`src/rtl/dff_pipe_elastic.sv`:
```
// Elastic delay line: DEPTH register stages with per-stage valid bits, valid/ready
// backpressure, bubble collapsing, synchronous flush and an occupancy count.
module dff_pipe_elastic #(
    parameter int unsigned      WIDTH     = 8,
    parameter int unsigned      DEPTH     = 4,
    parameter logic [WIDTH-1:0] RESET_VAL = '0
) (
    input  logic                       clk,
    input  logic                       rst,
    input  logic                       flush,
    input  logic                       in_valid,
    output logic                       in_ready,
    input  logic [WIDTH-1:0]           in_data,
    output logic                       out_valid,
    input  logic                       out_ready,
    output logic [WIDTH-1:0]           out_data,
    output logic [$clog2(DEPTH+1)-1:0] occupancy
);

    localparam int unsigned OCC_W = $clog2(DEPTH + 1);

    logic [DEPTH-1:0] vld_q, vld_d;
    logic [WIDTH-1:0] dat_q [DEPTH];
    logic [WIDTH-1:0] dat_d [DEPTH];

    logic [DEPTH-1:0] rdy;
    logic             rdy_chain;
    logic [DEPTH-1:0] up_vld;
    logic [WIDTH-1:0] up_dat [DEPTH];

    // Ready ripples from the output back to stage 0; an empty stage is always ready.
    always_comb begin
        rdy       = '0;
        rdy_chain = out_ready;
        for (int unsigned k = 0; k < DEPTH; k++) begin
            rdy[DEPTH-1-k] = ~vld_q[DEPTH-1-k] | rdy_chain;
            rdy_chain      = rdy[DEPTH-1-k];
        end
    end

    assign in_ready = rdy[0] & ~flush;

    always_comb begin
        up_vld[0] = in_valid & ~flush;
        up_dat[0] = in_data;
        for (int unsigned i = 1; i < DEPTH; i++) begin
            up_vld[i] = vld_q[i-1];
            up_dat[i] = dat_q[i-1];
        end
    end

    always_comb begin
        vld_d = vld_q;
        dat_d = dat_q;
        for (int unsigned i = 0; i < DEPTH; i++) begin
            if (rdy[i]) begin
                vld_d[i] = up_vld[i];
                // Data only moves with a valid beat, so an emptied stage keeps its last value.
                if (up_vld[i]) begin
                    dat_d[i] = up_dat[i];
                end
            end
        end
        if (rst || flush) begin
            vld_d = '0;
            for (int unsigned i = 0; i < DEPTH; i++) begin
                dat_d[i] = RESET_VAL;
            end
        end
    end

    always_ff @(posedge clk) begin
        vld_q <= vld_d;
        dat_q <= dat_d;
    end

    always_comb begin
        occupancy = '0;
        for (int unsigned i = 0; i < DEPTH; i++) begin
            occupancy = occupancy + OCC_W'(vld_q[i]);
        end
    end

    assign out_valid = vld_q[DEPTH-1];
    assign out_data  = dat_q[DEPTH-1];

endmodule

```
`config.mk`:
```
export PLATFORM = sky130hd
export DESIGN_NAME = dff_pipe_elastic
export DESIGN_NICKNAME = d
export VERILOG_FILES = /design/src/rtl/dff_pipe_elastic.sv
export SDC_FILE = /design/constraint.sdc
export NUM_CORES = 1
export LEC_CHECK = 0
export BUFFER_PORTS_ARGS = -buffer_cell sky130_fd_sc_hd__buf_4
export CORE_MARGIN = 4
export CORE_UTILIZATION = 49
export DETAILED_ROUTE_END_ITERATION = 8
export PLACE_DENSITY_LB_ADDON = 0.2
export SYNTH_ARGS = -nofsm -noshare
export SYNTH_HDL_FRONTEND = slang
export SYNTH_SLANG_ARGS = --single-unit
```
`constraint.sdc`:
```
create_clock -name clk -period 3.93 [get_ports clk]
set_input_delay 0.5895 -clock clk [delete_from_list [all_inputs] [get_ports clk]]
set_output_delay 0.5895 -clock clk [all_outputs]
set_load 0.02 [all_outputs]
```
# --- Word-level counts from Yosys, hierarchy flattened ---
# Index checks and enable logic that the tools add are counted.
word_totals:
  register_bits: 36
  inputBits: 13
  output_inout_bits: 13
  elab_cells: 27
op_classes:
  add_sub_neg: 3
  bitwise_logic: 11
  n_reduce_logical: 5
ops:
  columns: ["operator", "n"]
  rows:
  - ["$reduce_and 2->1", 4]
  - ["$not 1->1", 5]
  - ["$or 1x1->1", 4]
  - ["$add 2x1->3", 1]
  - ["$add 3x1->3", 1]
  - ["$add 1x1->2", 1]
  - ["$and 1x1->1", 2]
  - ["$logic_or 1x1->1", 1]

# --- Logic depth before layout (Yosys ltp) ---
# Gate-level depths: netlist (run 1).
depth:
  word_depth: 6
  mapped_depth: 6
  mapped_depth_nobuf: 5

# --- Worst setup path before layout (run 1) ---
# Ideal clock, no wire load.
synth_path:
  kind: "reg-to-output"
  startpoint: "register vld_q[1]"
  endpoint: "output occupancy[1]"
  arrival_ns: 1.733
  t_required_ns: 3.340
  slack_ns: 1.607
  stages_incl_launch_ff: 7
  n_path_buf: 1
  path_cell_list: "dfxtp_1 > buf_2 > clkinv_1 > fa_1 > inv_1 > ha_1 > ha_1"
synth_via:
  elab_chain_len: 3
synth_rtl:
  columns: ["item", "line_no", "rtl"]
  rows:
  - ["from (decl)", "22", "logic [DEPTH-1:0] vld_q, vld_d;"]
  - ["from (signal assigned)", "73", "vld_q <= vld_d;"]
  - ["$add 1x1->2", "80", "occupancy = occupancy + OCC_W'(vld_q[i]);"]
  - ["$add 2x1->3", "80", null]
  - ["$add 3x1->3", "80", null]
  - ["to (decl)", "17", "output logic [$clog2(DEPTH+1)-1:0] occupancy"]
# No other way between the ends.

# --- Worst setup path in the final report (run 1) ---
layout_path:
  startpoint: "register vld_q[0]"
  endpoint: "output occupancy[1]"
# The elaborated chain is that of the path after synthesis.

==> metrics.txt, run 1 <==
outcome=finished clean; Gate Count Post-Synth=175; IO Port Bufs=25; hold path start=dat_q[26]; synth warn=0; full die area=0.00403 sq mm; H-tree Lvls=2; grt total ovfl=0; slew of the pin with the lowest slew margin=0.892 ns; Core Util, Final=0.592; worst vdd ir=228 uV; worst skew pair latency=0.33 ns; XOR/XNOR share of the synthesized area=0; Place WS=1.20 ns; Yosys cell types=22; hold slack=0.469 ns; Synth Area in Compound Gates=0.186; Post-route DRC=0; largest net degree at the start of global routing=29; simple-gate share of the synthesized area=0.167; crit path DAT=2.52 ns; Critical Path Fanout Max=12; vias in the first global route=1,135; worst flop-to-flop path startpoint=vld_q[2]; Antenna Nets Post-Route=0; #FFs+latches synth=36; finished layout cell area=0.00169 sq mm; # hold bufs at CTS=0; CP Capture Type=primary output; Worst R2R Setup Slack=2.50 ns; Area Growth Syn to Fin=11.8%; ant diodes=0; placed cell areas=0.00163 sq mm; first-pass GRT wire length=4.97 mm; post-CTS setup buffers=0; min Tclk post-route=3.11 ns; Num CTS Buffers=5; RSZ-0062 raised after global routing=false; Clock Pin Slew Worst Setup and Hold Paths=0.10 ns; critical path launch point type=register; r2r endpoint=dat_q[22]; WL final=2.91 mm; Worst Hold End=dat_q[26]; via count=1,249; clk buf depth=2; main combinational cell family by area after synthesis=compound AO/OA/AOI/OAI gates; post-synthesis mux area share=0.0530; vias per std cell=5.65; period utilization=0.791; die span in y=63.5 microns; Critical Path Source=vld_q[0]; Max Cap Violations=0; nets=205; Pleak=0.000612 uW; CTS resizes=0; layout cells sized above 1=0.189; GPL Wtd Cong=0.789; Syn Area/Cell=8.63 sq um; Worst slew margin=0.403; clk sink count=36; core area=0.00285 sq mm; hold depth=2; I/O pins=26; max-slew violations=0; CTS tree=done; Final HPWL DP=2.17 mm; post-route setup TNS=0 ns; First-pass DRT Iterations=4; Final WS setup=0.821 ns; Final Setup Violations=0; Hold Path Class=reg -> reg; reg2reg path depth=3; Die Width=63.5 microns; Initial Util=0.529; initial antenna violation count=0; Clock Skews=0.00246 ns; FP Rows=19; WP data required=3.34 ns; Seq/Total Area, Yosys=0.477; root buf cell=clkbuf_4; WS Path Type=reg -> out; Avg WL per Cell=13.2 microns; initial drt markers=60; Mapped Area=0.00151 sq mm; final hold vios=0; syn_nets=191; All-Layer GR Usage=0.154; Pwr per Cell Area=359 mW/mm^2; Achievable Freq=0.322 GHz; Adder-Cell Fraction of Synth Area=0.0298
cells in the final DEF, fill, tap and decap left out, types with 4 or more instances in the layout:
cell type	n
o21ai_0	24
nand3_1	24
nand2_1	16
mux2i_1	8
inv_1	4
clkbuf_4	5
dfxtp_1	36
a21oi_1	29
buf_4	25
critical path: stages (launching register included):
cell and delay (ns):
dfxtp_1 0.60, clkinv_1 0.36, fa_1 0.58, inv_1 0.04
ha_1 0.18, ha_1 0.27, buf_4 0.16
layer usage:
| metal | up-vias | part of all wire | GRT usage |
|---|---|---|---|
| met5 | - | 0 | 0 |
| met2 | 32 | 0.49 | 0.243 |
| met4 | 0 | 0.0058 | 0.0620 |
| met1 | 585 | 0.46 | 0.193 |
| li1 | 630 | - | - |
| met3 | 2 | 0.053 | 0.0533 |
cell type report:
| cell class | count | area (sq um) |
|---|---|---|
| flip-flops and latches | 36 | 721 |
| clock inverters | 2 | 10.0 |
| multi-input cells | 115 | 658 |
| well taps | 31 | 38.8 |
| inverters | 6 | 22.5 |
| clock buffers | 6 | 51.3 |
| fillers | 263 | 1160 |
| repair buffers | 25 | 188 |
registers in the layout (all words and copies together), names as in the netlist:
signal and count:
dat_q 24, out_data 8, vld_q 4
kinds of logic (layout without fill, tap and decap cells):
group                      count (synthesis)  in the layout
and+or+nand+nor                           50             50
buffers and inverters                     24             39
AOI/OAI and AO/OA                         54             54
muxes                                      8              8
adders and majority gates                  3              3
DFF                                       36             36
Yosys cell counts:
cell type,count,area [sq um]
nor2_1,2,7.51
nand3b_1,1,7.51
o21ai_0,24,120
buf_4,9,67.6
nor2b_1,1,6.26
clkbuf_1,3,11.3
or2_2,1,6.26
ha_1,2,25.0
a21oi_1,29,145
and3b_1,1,8.76
clkinv_1,2,7.51
nand3_1,24,120
inv_1,4,15.0
dfxtp_1,36,721
a21oi_4,1,16.3
nand2b_1,2,12.5
mux2i_1,8,80.1
fa_1,1,20.0
nand2_1,16,60.1
and4b_4,1,13.8
nand4b_1,1,8.76
buf_2,6,30.0
where the power goes:
group / switching (uW) / leakage, uW / internal (uW)
registers: 3.39 / 0.000290 / 367
clock network: 118 / 0.0000380 / 85.1
logic: 17.0 / 0.000283 / 15.4
total: 138 / 0.000612 / 468
per-stage QoR:
stage / cells / power [uW]
6_report: 221 / 606
5_1_grt: 221 / 636
4_1_cts: 221 / 613
3_5_place_dp: 213 / 412
3_3_place_gp: 213 / 410
2_1_floorplan: 175 / 398
how the worst max path moves through the flow:
stage,to,cells past startpoint
2_1_floorplan,occupancy[1],6
4_1_cts,occupancy[1],6
5_1_grt,occupancy[1],6
3_5_place_dp,occupancy[1],6
3_3_place_gp,occupancy[1],6
6_report,occupancy[1],6
No activity file was read; power rests on OpenSTA's default activity.
==> inputs of run 2 (changes only) <==
==> constraint.sdc (replaced) <==
create_clock -name clk -period 2.7 [get_ports clk]
set_input_delay 0.405 -clock clk [delete_from_list [all_inputs] [get_ports clk]]
set_output_delay 0.405 -clock clk [all_outputs]
set_load 0.02 [all_outputs]
==> metrics.txt, run 2 (same netlist as run 1, synthesis figures left out) <==
outcome=finished clean (unchanged); die span in y=63.5 microns (unchanged); worst skew pair latency=0.34 ns (was 0.33 ns); most flop-heavy register=dat_q (unchanged); ant diodes=0 (unchanged); initial antenna violation count=0 (unchanged); Die Width=63.5 microns (unchanged); post-route setup TNS=0 ns (unchanged); Core Util, Final=0.605 (was 0.592); Critical Path Fanout Max=10 (was 12); grt total ovfl=0 (unchanged); max FFs per register=24 (unchanged); final hold vios=0 (unchanged); H-tree Lvls=2 (unchanged); hold depth=3 (was 2); All-Layer GR Usage=0.167 (was 0.154); vias per std cell=5.67 (was 5.65); Pleak=0.000631 uW (was 0.000612 uW); critical path launch point type=register (unchanged); Antenna Nets Post-Route=0 (unchanged); Area Growth Syn to Fin=14.3% (was 11.8%); Post-route DRC=0 (unchanged); I/O pins=26 (unchanged); Hold Path Class=in -> reg (was reg -> reg); via count=1,271 (was 1,249); Num CTS Buffers=5 (unchanged); layout cells sized above 1=0.197 (was 0.189); clk buf depth=2 (unchanged); Layout fillers=243 (was 263); GPL Wtd Cong=0.698 (was 0.789); WP data required=2.30 ns (was 3.34 ns); Initial Util=0.529 (unchanged); Place WS=0.519 ns (was 1.20 ns); crit path DAT=2.16 ns (was 2.52 ns); FP Rows=19 (unchanged); clk sink count=36 (unchanged); WL final=3.01 mm (was 2.91 mm); Clock Skews=0.00969 ns (was 0.00246 ns); initial drt markers=102 (was 60); worst vdd ir=423 uV (was 228 uV); RSZ-0062 raised after global routing=false (unchanged); CTS tree=done (unchanged); IO Port Bufs=25 (unchanged); largest net degree at the start of global routing=29 (unchanged); CTS resizes=0 (unchanged); most frequent cells in the layout=36 x dfxtp_1, 29 x a21oi_1, 28 x buf_4, 24 x nand3_1, 24 x o21ai_0 (was 36 x dfxtp_1, 29 x a21oi_1, 25 x buf_4, 24 x nand3_1, 24 x o21ai_0); max-slew violations=0 (unchanged); Final WS setup=0.136 ns (was 0.821 ns); nets=208 (was 205); Worst slew margin=0.396 (was 0.403); min Tclk post-route=2.56 ns; Final HPWL DP=2.15 mm (was 2.17 mm); Worst R2R Setup Slack=1.16 ns (was 2.50 ns); root buf cell=clkbuf_4 (unchanged); slew of the pin with the lowest slew margin=0.902 ns (was 0.892 ns); Clock Pin Slew Worst Setup and Hold Paths=0.10 ns (about the same); reg2reg path depth=3 (unchanged); core area=0.00285 sq mm (unchanged); WS Path Type=reg -> out (unchanged); post-CTS setup buffers=0 (unchanged); period utilization=0.950; Achievable Freq=0.390 GHz; First-pass DRT Iterations=4 (unchanged); CP Capture Type=primary output (unchanged); Avg WL per Cell=13.5 microns (was 13.2 microns); Final Setup Violations=0 (unchanged); Max Cap Violations=0 (unchanged); first-pass GRT wire length=5.26 mm (was 4.97 mm); # hold bufs at CTS=0 (unchanged); full die area=0.00403 sq mm (unchanged); most common cell after layout, fill and taps aside=dfxtp_1 (unchanged); vias in the first global route=1,171 (was 1,135); Pwr per Cell Area=554 mW/mm^2 (was 359 mW/mm^2)
-- run 2: cell count changes in the layout (fill, tap and decap cells not counted), sizes merged --
cell / delta
clkinv: -1
bufinv: +1
buf: +3
-- run 2: metal layers --
metal  part of all wire  up-vias  routed length [microns]  global-route usage
li1                   -      633                        -                   -
met1               0.45      607                     1340               0.205
met2               0.49       26                     1480               0.258
met3              0.049        5                      148              0.0728
met4              0.015        0                       44              0.0566
met5                  0        -                        0                   0
-- run 2: area by class of cell --
type	instances	area, sq um	area share
Sequential cell	36	721	0.417
Multi-Input combinational cell	115	658	0.381
Timing Repair Buffer	28	210	0.122
Clock buffer	6	41.3	0.0239
Tap cell	31	38.8	0.0225
Clock inverter	2	35.0	0.0203
Inverter	6	22.5	0.0130
-- run 2: path summary, 6_finish.rpt --
path	to	start
setup reg to reg	dat_q[19]	vld_q[2]
hold reg to reg	dat_q[28]	dat_q[28]
hold / removal	vld_q[0]	in_valid
setup / recovery	occupancy[1]	vld_q[1]
-- run 2: critical path, stage by stage (launching register included) --
cell and delay (ns):
dfxtp_1 0.35, clkinv_1 0.25, fa_1 0.58, inv_1 0.04, ha_1 0.17, ha_1 0.27
buf_4 0.16
-- run 2: power breakdown --
group | total, uW | switching (uW) | internal [uW]
combinational | 52.6 | 28.4 | 24.2
clock | 367 | 173 | 194
sequential | 537 | 2.25 | 535
-- run 2: per-stage QoR --
| step | hold slack, ns | total power [uW] | area, sq um | std cells |
|---|---|---|---|---|
| 2_1_floorplan | 0.435 | 579 | 1510 | 175 |
| 5_1_grt | 0.276 | 1010 | 1730 | 224 |
| 3_5_place_dp | 0.457 | 602 | 1650 | 216 |
| 4_1_cts | 0.272 | 967 | 1730 | 224 |
| 3_3_place_gp | 0.447 | 600 | 1650 | 216 |
| 6_report | 0.283 | 956 | 1730 | 224 |
==> inputs of run 3 (changes only) <==
--- a/config.mk
+++ b/config.mk
@@ -5,11 +5,12 @@
 export SDC_FILE = /design/constraint.sdc
 export NUM_CORES = 1
 export LEC_CHECK = 0
+export ABC_AREA = 1
 export BUFFER_PORTS_ARGS = -buffer_cell sky130_fd_sc_hd__buf_4
 export CORE_MARGIN = 4
-export CORE_UTILIZATION = 49
+export CORE_UTILIZATION = 30
 export DETAILED_ROUTE_END_ITERATION = 8
-export PLACE_DENSITY_LB_ADDON = 0.2
+export PLACE_DENSITY_LB_ADDON = 0.3
 export SYNTH_ARGS = -nofsm -noshare
 export SYNTH_HDL_FRONTEND = slang
 export SYNTH_SLANG_ARGS = --single-unit
==> metrics.txt, run 3 <==
outcome=finished clean (unchanged); All-Layer GR Usage=0.0959 (was 0.167); Area Growth Syn to Fin=20.3% (was 14.3%); most frequent cells in the layout=59 x nor2_1, 36 x dfxtp_1, 26 x buf_4, 22 x o21ai_0, 16 x inv_1 (was 36 x dfxtp_1, 29 x a21oi_1, 28 x buf_4, 24 x nand3_1, 24 x o21ai_0); I/O pins=26 (unchanged); Pwr per Cell Area=604 mW/mm^2 (was 554 mW/mm^2); root buf cell=clkbuf_8 (was clkbuf_4); post-route setup TNS=0 ns (unchanged); via count=1,120 (was 1,271); grt total ovfl=0 (unchanged); Finished Layout Cells=279 (was 224); Critical Path Fanout Max=4 (was 10); FP Rows=25 (was 19); Achievable Freq=0.428 GHz (was 0.390 GHz); Pleak=0.000809 uW (was 0.000631 uW); largest net degree at the start of global routing=27 (was 29); clk sink count=36 (unchanged); Seq/Total Area, Yosys=0.486 (was 0.477); most common cell after layout, fill and taps aside=nor2_1 (was dfxtp_1); CTS resizes=0 (unchanged); dominant cell type by area after synthesis=dfxtp_1 (unchanged); initial drt markers=53 (was 102); cell with the most instances after synthesis=nor2_1 (was dfxtp_1); critical path launch point type=register (unchanged); post-CTS setup buffers=0 (unchanged); die span in y=78.3 microns (was 63.5 microns); Avg WL per Cell=9.27 microns (was 13.5 microns); first-pass GRT wire length=4.66 mm (was 5.26 mm); initial antenna violation count=0 (unchanged); slew of the pin with the lowest slew margin=0.802 ns (was 0.902 ns); WL final=2.59 mm (was 3.01 mm); First-pass DRT Iterations=4 (unchanged); max-slew violations=0 (unchanged); synth warn=0 (unchanged); final hold vios=0 (unchanged); Clock Skews=0.00767 ns (was 0.00969 ns); clk buf depth=2 (unchanged); Die Width=78.3 microns (was 63.5 microns); worst vdd ir=246 uV (was 423 uV); Final HPWL DP=1.79 mm (was 2.15 mm); Hold Path Class=in -> reg (unchanged); crit path DAT=1.93 ns (was 2.16 ns); vias in the first global route=1,076 (was 1,171); Yosys top cell area share=0.486 (was 0.477); placed cells=271 (was 216); Mapped Area=0.00148 sq mm (was 0.00151 sq mm); Post-route DRC=0 (unchanged); Yosys cell types=20 (was 22); Antenna Nets Post-Route=0 (unchanged); Clock Pin Slew Worst Setup and Hold Paths=0.08 ns (was 0.10 ns); vias per std cell=4.01 (was 5.67); syn_nets=207 (was 191); CTS tree=done (unchanged); Synth Flop Type=dfxtp_1 (unchanged); worst skew pair latency=0.29 ns (was 0.34 ns); #FFs+latches synth=36 (unchanged); CP Capture Type=primary output (unchanged); min Tclk post-route=2.34 ns (was 2.56 ns); Syn Area/Cell=7.76 sq um (was 8.63 sq um); max FFs per register=24 (unchanged); Post-synth EDFFs=0 (unchanged); layout cells sized above 1=0.212 (was 0.197); WS Path Type=reg -> out (unchanged); H-tree Lvls=2 (unchanged); nets=227 (was 208); core area=0.00475 sq mm (was 0.00285 sq mm); Worst slew margin=0.464 (was 0.396); synth top area cells=dfxtp_1 49%, nor2_1 15%, o21ai_0 7.4%, buf_4 4.1%, inv_1 4.1% (was dfxtp_1 48%, a21oi_1 9.6%, nand3_1 8.0%, o21ai_0 8.0%, mux2i_1 5.3%); most instantiated cells after synthesis=59 x nor2_1, 36 x dfxtp_1, 22 x o21ai_0, 16 x inv_1, 11 x a21oi_1 (was 36 x dfxtp_1, 29 x a21oi_1, 24 x nand3_1, 24 x o21ai_0, 16 x nand2_1); IO Port Bufs=25 (unchanged); # hold bufs at CTS=0 (unchanged); most flop-heavy register=dat_q (unchanged); Gate Count Post-Synth=191 (was 175); asr flop ratio synth=0 (unchanged); WP data required=2.30 ns (about the same); Final Setup Violations=0 (unchanged); Initial Util=0.312 (was 0.529); RSZ-0062 raised after global routing=false (unchanged); ant diodes=0 (unchanged); period utilization=0.866 (was 0.950); Num CTS Buffers=5 (unchanged); GPL Wtd Cong=0.672 (was 0.698); Max Cap Violations=0 (unchanged); full die area=0.00613 sq mm (was 0.00403 sq mm)
## run 3: final cells by class
type | count | area [sq um]
fill | 544 | 2970
sequential | 36 | 721
multi-input combinational | 122 | 598
timing repair buffer | 26 | 195
tap | 67 | 83.8
inverter | 20 | 75.1
clock buffer | 5 | 68.8
clock inverter | 3 | 42.5
## run 3: layer usage
metal / global-route usage / part of all wire / vias to the layer above
met3: 0.0310 / 0.049 / 6
li1: - / - / 634
met2: 0.142 / 0.41 / 21
met5: 0 / 0 / -
met4: 0.0629 / 0.031 / 0
met1: 0.119 / 0.51 / 459
## run 3: worst paths after layout
| kind | slack (ns) | cells after the start | start | end |
|---|---|---|---|---|
| worst max register to register | 1.49 | 7 | vld_q[3] | dat_q[20] |
| worst max-delay path | 0.36 | 6 | vld_q[1] | occupancy[1] |
| worst min register to register | 0.48 | 2 | dat_q[26] | dat_q[26] |
| worst min-delay path | 0.41 | 3 | in_valid | vld_q[0] |
## run 3: critical path, stage by stage, from the launching register on
cell and delay, ns:
dfxtp_1 0.44, inv_1 0.10, fa_1 0.48, inv_1 0.04, ha_1 0.17, ha_1 0.27, buf_4 0.16
## run 3: kinds of logic (layout without fill, tap and decap cells)
kind of cell / Yosys count / in the layout / share of synthesized area
compound gates: 35 / 35 / 0.118
fa+ha+maj: 3 / 3 / 0.0304
buf+inv: 33 / 54 / 0.111
flops: 36 / 36 / 0.486
simple gates: 84 / 84 / 0.255
## run 3: report_power, final
part           total, uW  switching, uW  internal (uW)  leakage, uW
Sequential           545           5.03            540     0.000291
Clock                465            192            273    0.0000541
Combinational       67.5           37.2           30.3     0.000464
Total               1080            234            843     0.000809
## run 3: per-stage QoR
step	util	worst slack, ns	power (uW)	hold slack, ns	instance area, sq um
finish	0.375	0.361	1080	0.411	1780
floorplan	-	0.650	600	0.446	1480
detailed placement	0.352	0.663	626	0.468	1670
global placement	0.352	0.693	625	0.460	1670
global route	0.375	0.266	1130	0.414	1780
CTS	0.375	0.336	1100	0.398	1780
